$ cat src/rtl/ff_pkg.sv
// rtl/ff_pkg.sv - shared mode encoding for the multi-mode flip-flop bank
package ff_pkg;

  typedef logic [1:0] mode_t;

  localparam mode_t MODE_D  = 2'b00;
  localparam mode_t MODE_T  = 2'b01;
  localparam mode_t MODE_JK = 2'b10;
  localparam mode_t MODE_SR = 2'b11;

endpackage : ff_pkg

$ cat src/rtl/ff_cell.sv
// rtl/ff_cell.sv - single-bit next-state logic for D/T/JK/SR modes
import ff_pkg::*;

module ff_cell (
  input  mode_t mode_i,
  input  logic  a_i,
  input  logic  b_i,
  input  logic  q_i,
  output logic  q_next_o,
  output logic  viol_o
);

  // Next state for one channel; viol_o flags S=R=1 in SR mode and leaves q held
  always_comb begin
    q_next_o = q_i;
    viol_o   = 1'b0;
    unique case (mode_i)
      MODE_D:  q_next_o = a_i;
      MODE_T:  q_next_o = q_i ^ a_i;
      MODE_JK: begin
        unique case ({a_i, b_i})
          2'b00:   q_next_o = q_i;
          2'b01:   q_next_o = 1'b0;
          2'b10:   q_next_o = 1'b1;
          default: q_next_o = ~q_i;
        endcase
      end
      default: begin
        unique case ({a_i, b_i})
          2'b00:   q_next_o = q_i;
          2'b01:   q_next_o = 1'b0;
          2'b10:   q_next_o = 1'b1;
          default: begin
            q_next_o = q_i;
            viol_o   = 1'b1;
          end
        endcase
      end
    endcase
  end

endmodule : ff_cell

$ cat src/rtl/multi_mode_ff_bank.sv
// rtl/multi_mode_ff_bank.sv - WIDTH-channel flip-flop bank with shared runtime mode
import ff_pkg::*;

module multi_mode_ff_bank #(
  parameter int               WIDTH     = 8,
  parameter logic [WIDTH-1:0] RESET_VAL = {WIDTH{1'b0}}
) (
  input  logic             clk,
  input  logic             rst,
  input  logic             en,
  input  logic             clr,
  input  mode_t            mode,
  input  logic [WIDTH-1:0] a,
  input  logic [WIDTH-1:0] b,
  input  logic             err_clr,
  output logic [WIDTH-1:0] q,
  output logic [WIDTH-1:0] qn,
  output logic [WIDTH-1:0] chg,
  output logic [WIDTH-1:0] sr_err
);

  logic [WIDTH-1:0] q_q, q_d;
  logic [WIDTH-1:0] chg_q, chg_d;
  logic [WIDTH-1:0] err_q, err_d;
  logic [WIDTH-1:0] cell_next;
  logic [WIDTH-1:0] cell_viol;

  for (genvar i = 0; i < WIDTH; i++) begin : g_cell
    ff_cell u_cell (
      .mode_i   (mode),
      .a_i      (a[i]),
      .b_i      (b[i]),
      .q_i      (q_q[i]),
      .q_next_o (cell_next[i]),
      .viol_o   (cell_viol[i])
    );
  end

  // Apply clr > en priority; violations only count on a real SR update, and a
  // fresh violation beats err_clr on the same bit
  always_comb begin
    q_d   = q_q;
    err_d = err_clr ? {WIDTH{1'b0}} : err_q;
    if (clr) begin
      q_d = RESET_VAL;
    end else if (en) begin
      q_d   = cell_next;
      err_d = err_d | cell_viol;
    end
    chg_d = q_d ^ q_q;
  end

  // State registers with synchronous reset overriding everything
  always_ff @(posedge clk) begin
    if (rst) begin
      q_q   <= RESET_VAL;
      chg_q <= {WIDTH{1'b0}};
      err_q <= {WIDTH{1'b0}};
    end else begin
      q_q   <= q_d;
      chg_q <= chg_d;
      err_q <= err_d;
    end
  end

  assign q      = q_q;
  assign qn     = ~q_q;
  assign chg    = chg_q;
  assign sr_err = err_q;

endmodule : multi_mode_ff_bank

$ cat config.mk
export PLATFORM = sky130hd
export DESIGN_NAME = multi_mode_ff_bank
export DESIGN_NICKNAME = d
export VERILOG_FILES = /design/src/rtl/ff_pkg.sv /design/src/rtl/ff_cell.sv /design/src/rtl/multi_mode_ff_bank.sv
export SDC_FILE = /design/constraint.sdc
export NUM_CORES = 1
export LEC_CHECK = 0
export BUFFER_PORTS_ARGS = -buffer_cell sky130_fd_sc_hd__buf_2
export CAP_MARGIN = 40
export CORE_AREA = 5 5 63 65
export DETAILED_ROUTE_END_ITERATION = 10
export DIE_AREA = 0 0 68 70
export HOLD_SLACK_MARGIN = 0.02
export MAX_ROUTING_LAYER = met4
export PLACE_DENSITY = 0.94
export SKIP_LAST_GASP = 1
export SYNTH_ARGS = -nofsm -noshare
export SYNTH_HDL_FRONTEND = slang
export SYNTH_SLANG_ARGS = --single-unit
$ cat constraint.sdc
create_clock -name clk -period 4.25 [get_ports clk]
set_clock_uncertainty 0.15 [all_clocks]
set_input_delay 0.2125 -clock clk [delete_from_list [all_inputs] [get_ports clk]]
set_output_delay 0.2125 -clock clk [all_outputs]
set_load 0.02 [all_outputs]
==> results_tabular.tex <==
\begin{tabular}{lr}
\hline
Metric & Value \\
\hline
\multicolumn{2}{l}{\textbf{Floorplan}} \\
\quad Core ar. & around 3300 um\^{}2 \\
\quad Number of top-level pins & 55 \\
\quad FP Rows & 21 \\
\quad Initial core utilization & 53.0\% \\
\quad Die extent in x & 68 um \\
\quad Die area & 4760 um\^{}2 \\
\quad Chip Height & approximately 70 um \\
\multicolumn{2}{l}{\textbf{Place}} \\
\quad Count of port buffers added during placement & 54 \\
\quad Placer Congestion & roughly 0.78 \\
\quad Total half-perimeter wirelength after legalization and detailed placement & between 3000 and 4000 um \\
\quad Post-placement cell area & 1960 um\^{}2 \\
\multicolumn{2}{l}{\textbf{Logic synthesis}} \\
\quad EDFF count, synth & 0 \\
\quad Primary flip-flop cell chosen by synthesis mapping & dfxtp\_1 \\
\quad Number of synthesized register bits & 24 \\
\quad Syn Std Cell Area & between 1500 and 2000 um\^{}2 \\
\quad Ranking of synthesized cells by area & dfxtp\_1 (28\%), ha\_1 (11\%), a21oi\_1 (5.5\%), inv\_1 (5.4\%), mux2i\_1 (4.0\%) \\
\quad Syn nets & approximately 250 \\
\quad Gate count after technology mapping & between 200 and 250 \\
\quad Number of warnings issued by yosys & 0 \\
\quad Fraction of registers with async set or reset after synthesis & 0\% \\
\quad Post-synthesis cell type count & 40 \\
\quad Proportion of netlist area held by the largest area contributor & 27.6\% \\
\quad Post-synthesis average cell area & just over 8 um\^{}2 \\
\quad Yosys top cell by area & dfxtp\_1 \\
\quad Sequential element share of the synthesized area & between 20\% and 30\% \\
\multicolumn{2}{l}{\textbf{Route}} \\
\quad Iteration count of the initial detailed-routing pass & 4 \\
\quad Aggregate routed wire length & about 4200 um \\
\quad Overall via count from detail\_route & roughly 1,600 \\
\quad Antenna violation net count after detailed routing & 0 \\
\quad Post-route DRC violation count & 0 \\
\quad Wirelength per Cell & 13.8 um \\
\quad Via density & about 5.5 \\
\quad Number of DRC markers in iteration 0 & $\sim$110 \\
\multicolumn{2}{l}{\textbf{Clock network}} \\
\quad Buffer count from post-CTS setup fixing & 0 \\
\quad Clock-pin slew of the registers on the worst-case setup and hold paths & 140 ps \\
\quad TritonCTS clock tree & built \\
\quad Latest clock arrival within the worst-skew pair & roughly 320 ps \\
\quad Cts-stage hold buffer count & 0 \\
\quad Clock sinks & 24 \\
\quad Clock buffers created by TritonCTS & 3 \\
\quad H-tree levels & 1 \\
\quad Maximum buffer depth of the clock tree & 2 \\
\quad Root buffer cell & clkbuf\_4 \\
\quad Count of cells resized by post-cts repair & 0 \\
\multicolumn{2}{l}{\textbf{Status}} \\
\quad Status & completed \\
\multicolumn{2}{l}{\textbf{GRT}} \\
\quad Via count of the first global-routing pass & 1,563 \\
\quad Global-route usage over all layers & 18.7\% \\
\quad First-pass GRT wire length & 6900 um \\
\quad Leftover overflow at the end of global routing & 0 \\
\quad Largest net degree at the start of global routing & 23 \\
\quad Initial antenna violation count & 0 \\
\multicolumn{2}{l}{\textbf{Setup path}} \\
\quad Worst path cell trace & buf\_2, ha\_1, or2\_1, mux4\_2, or3\_1, a31oi\_1 \\
\quad Highest cell delay on the worst timing path & around 500 ps \\
\quad Setup crit end & chg[4]\$\_SDFF\_PP0\_ \\
\quad Worst Reg2Reg Path Length in Cells & 4 \\
\quad Type of destination of the critical path & flip-flop \\
\quad Data arrival time at the worst-slack endpoint & approximately 1800 ps \\
\quad Endpoint of the lowest-slack register-to-register path & chg[0]\$\_SDFF\_PP0\_ \\
\quad Worst setup path startpoint & a[4] \\
\quad Element type at the critical path start & primary input \\
\quad CP required & 4350 ps \\
\quad Startpoint of the lowest-slack register-to-register path & q[0]\$\_SDFF\_PP0\_ \\
\quad Highest-delay cell along the critical path & mux4\_2 \\
\quad CP Class & primary input to flip-flop \\
\quad Critical path fanouts, max & 5 \\
\quad Register-to-register setup slack & around 2500 ps \\
\multicolumn{2}{l}{\textbf{Finish}} \\
\quad Post-route cell area & 1990 um\^{}2 \\
\quad Commonest cells after routing, fill and taps aside & buf\_2 (54), inv\_1 (25), dfxtp\_1 (24) \\
\quad Proportion of layout cells with a drive suffix above 1 & 25.4\% \\
\quad Leading cell type in the layout, fill and taps excluded & buf\_2 \\
\quad Fill cell instance count of the final layout & 315 \\
\quad Fin nets & around 300 \\
\quad Count of inserted antenna diode cells & 0 \\
\quad Area added between synthesis and finish & 14.4\% \\
\multicolumn{2}{l}{\textbf{Timing}} \\
\quad Final worst path period share & roughly two fifths \\
\quad Max Slew Vio Count & 0 \\
\quad Tmin final & approximately 1700 ps \\
\quad Total of endpoints with negative setup slack in the final report & 0 \\
\quad Fin Setup TNS & 0 ps \\
\quad Peak Freq & 577 MHz \\
\quad Relative slew margins & 66.5\% \\
\quad Measured slew at the worst slew-check pin & 500 ps \\
\quad Number of endpoints with negative hold slack in the final report & 0 \\
\quad Setup repair after global routing missed its margin & no \\
\multicolumn{2}{l}{\textbf{Power and ir drop}} \\
\quad Highest ir drop seen on vdd & between 0.00015 and 0.0002 V \\
\quad Total power divided by cell area & around 240 nW/um\^{}2 \\
\quad Leakage & around 0.95 nW \\
\multicolumn{2}{l}{\textbf{Min path}} \\
\quad Launch instance of the worst min-delay path & clr \\
\quad Min-Delay Path Class & primary input to flip-flop \\
\multicolumn{2}{l}{\textbf{Flow run}} \\
\quad MaxCap Viol Count & 0 \\
\hline
\end{tabular}
## cell families after synthesis
| logic type | synth area share, % |
|---|---|
| flip-flops | 27.6 |
| buffers and inverters | 11.9 |
| multiplexers | 7.90 |
| AO/OA/AOI/OAI | 18.2 |
| AND/OR/NAND/NOR | 22.3 |
| adder cells (fa/ha/maj) | 12.1 |
## final cells by class
cell class,instances,area (um^2),share of cell area (%)
flip-flops and latches,24,480,24.1
repair buffers,54,270,13.6
inverters,25,93.8,4.71
multi-input cells,149,1050,52.9
well taps,46,57.6,2.89
clock buffers,4,36.3,1.82
## routing by layer
layer / wire, um / track usage, % / part of all wire, %
met1: 1940 / 24.0 / 47
met2: 1950 / 29.1 / 47
met4: 45 / 5.52 / 1.1
met5: 0 / - / 0
met3: 229 / 3.85 / 5.5
## per-stage QoR
step / hold slack (ps) / std cells / util [%] / total power [mW] / setup slack, ps
after floorplan: 273 / 215 / - / 0.327 / 2390
after global placement: 369 / 298 / 59.6 / 0.359 / 2250
final: 80.3 / 302 / 60.7 / 0.479 / 2520
after CTS: 78.0 / 302 / 60.7 / 0.485 / 2520
after detailed placement: 376 / 298 / 59.6 / 0.363 / 2180
after global routing: 64.3 / 302 / 60.7 / 0.509 / 2450
## how the worst min path moves through the flow
stage | to | slack [ps] | cells after the start
2_1_floorplan | chg[2]$_SDFF_PP0_ | 270 | 2
3_3_place_gp | chg[5]$_SDFF_PP0_ | 370 | 2
3_5_place_dp | chg[6]$_SDFF_PP0_ | 380 | 2
4_1_cts | chg[3]$_SDFF_PP0_ | 80 | 3
5_1_grt | chg[3]$_SDFF_PP0_ | 60 | 3
6_report | chg[5]$_SDFF_PP0_ | 80 | 3
## Yosys cell counts, types with 2 or more instances
| cell | number |
|---|---|
| a32o_1 | 2 |
| o211ai_1 | 4 |
| nand2_1 | 15 |
| mux2i_1 | 7 |
| o21ai_0 | 7 |
| inv_1 | 25 |
| a21oi_1 | 19 |
| nand4b_1 | 2 |
| o32ai_1 | 2 |
| buf_4 | 8 |
| nor2b_1 | 11 |
| a311oi_1 | 2 |
| ha_1 | 16 |
| nor2_1 | 15 |
| nand4_1 | 4 |
| dfxtp_1 | 24 |
| or2_1 | 2 |
| a31oi_1 | 5 |
| or2_0 | 2 |
| or4_1 | 3 |
| nor3_1 | 5 |
| buf_2 | 3 |
| or3b_2 | 2 |
| clkbuf_1 | 4 |
| buf_6 | 2 |
| o211a_1 | 2 |
| a22o_1 | 2 |
| or3_1 | 6 |
| mux4_2 | 3 |
## power breakdown
part	switching [mW]	total [mW]	internal (mW)
clock network	0.0681	0.120	0.0524
registers	0.00570	0.238	0.232
logic	0.0736	0.121	0.0470
## worst max-delay path: cells and delay by family
kind	cells	cell delay, ps
buffers and inverters	1	130
adders and majority gates	1	300
AOI/OAI and AO/OA	1	180
and+or+nand+nor	2	530
muxes	1	490
## flip-flops by register name, summed over array words and instances, names as in the netlist
register,cells
q,8
sr_err,8
chg,8
Power figures use the tool's default switching activity.
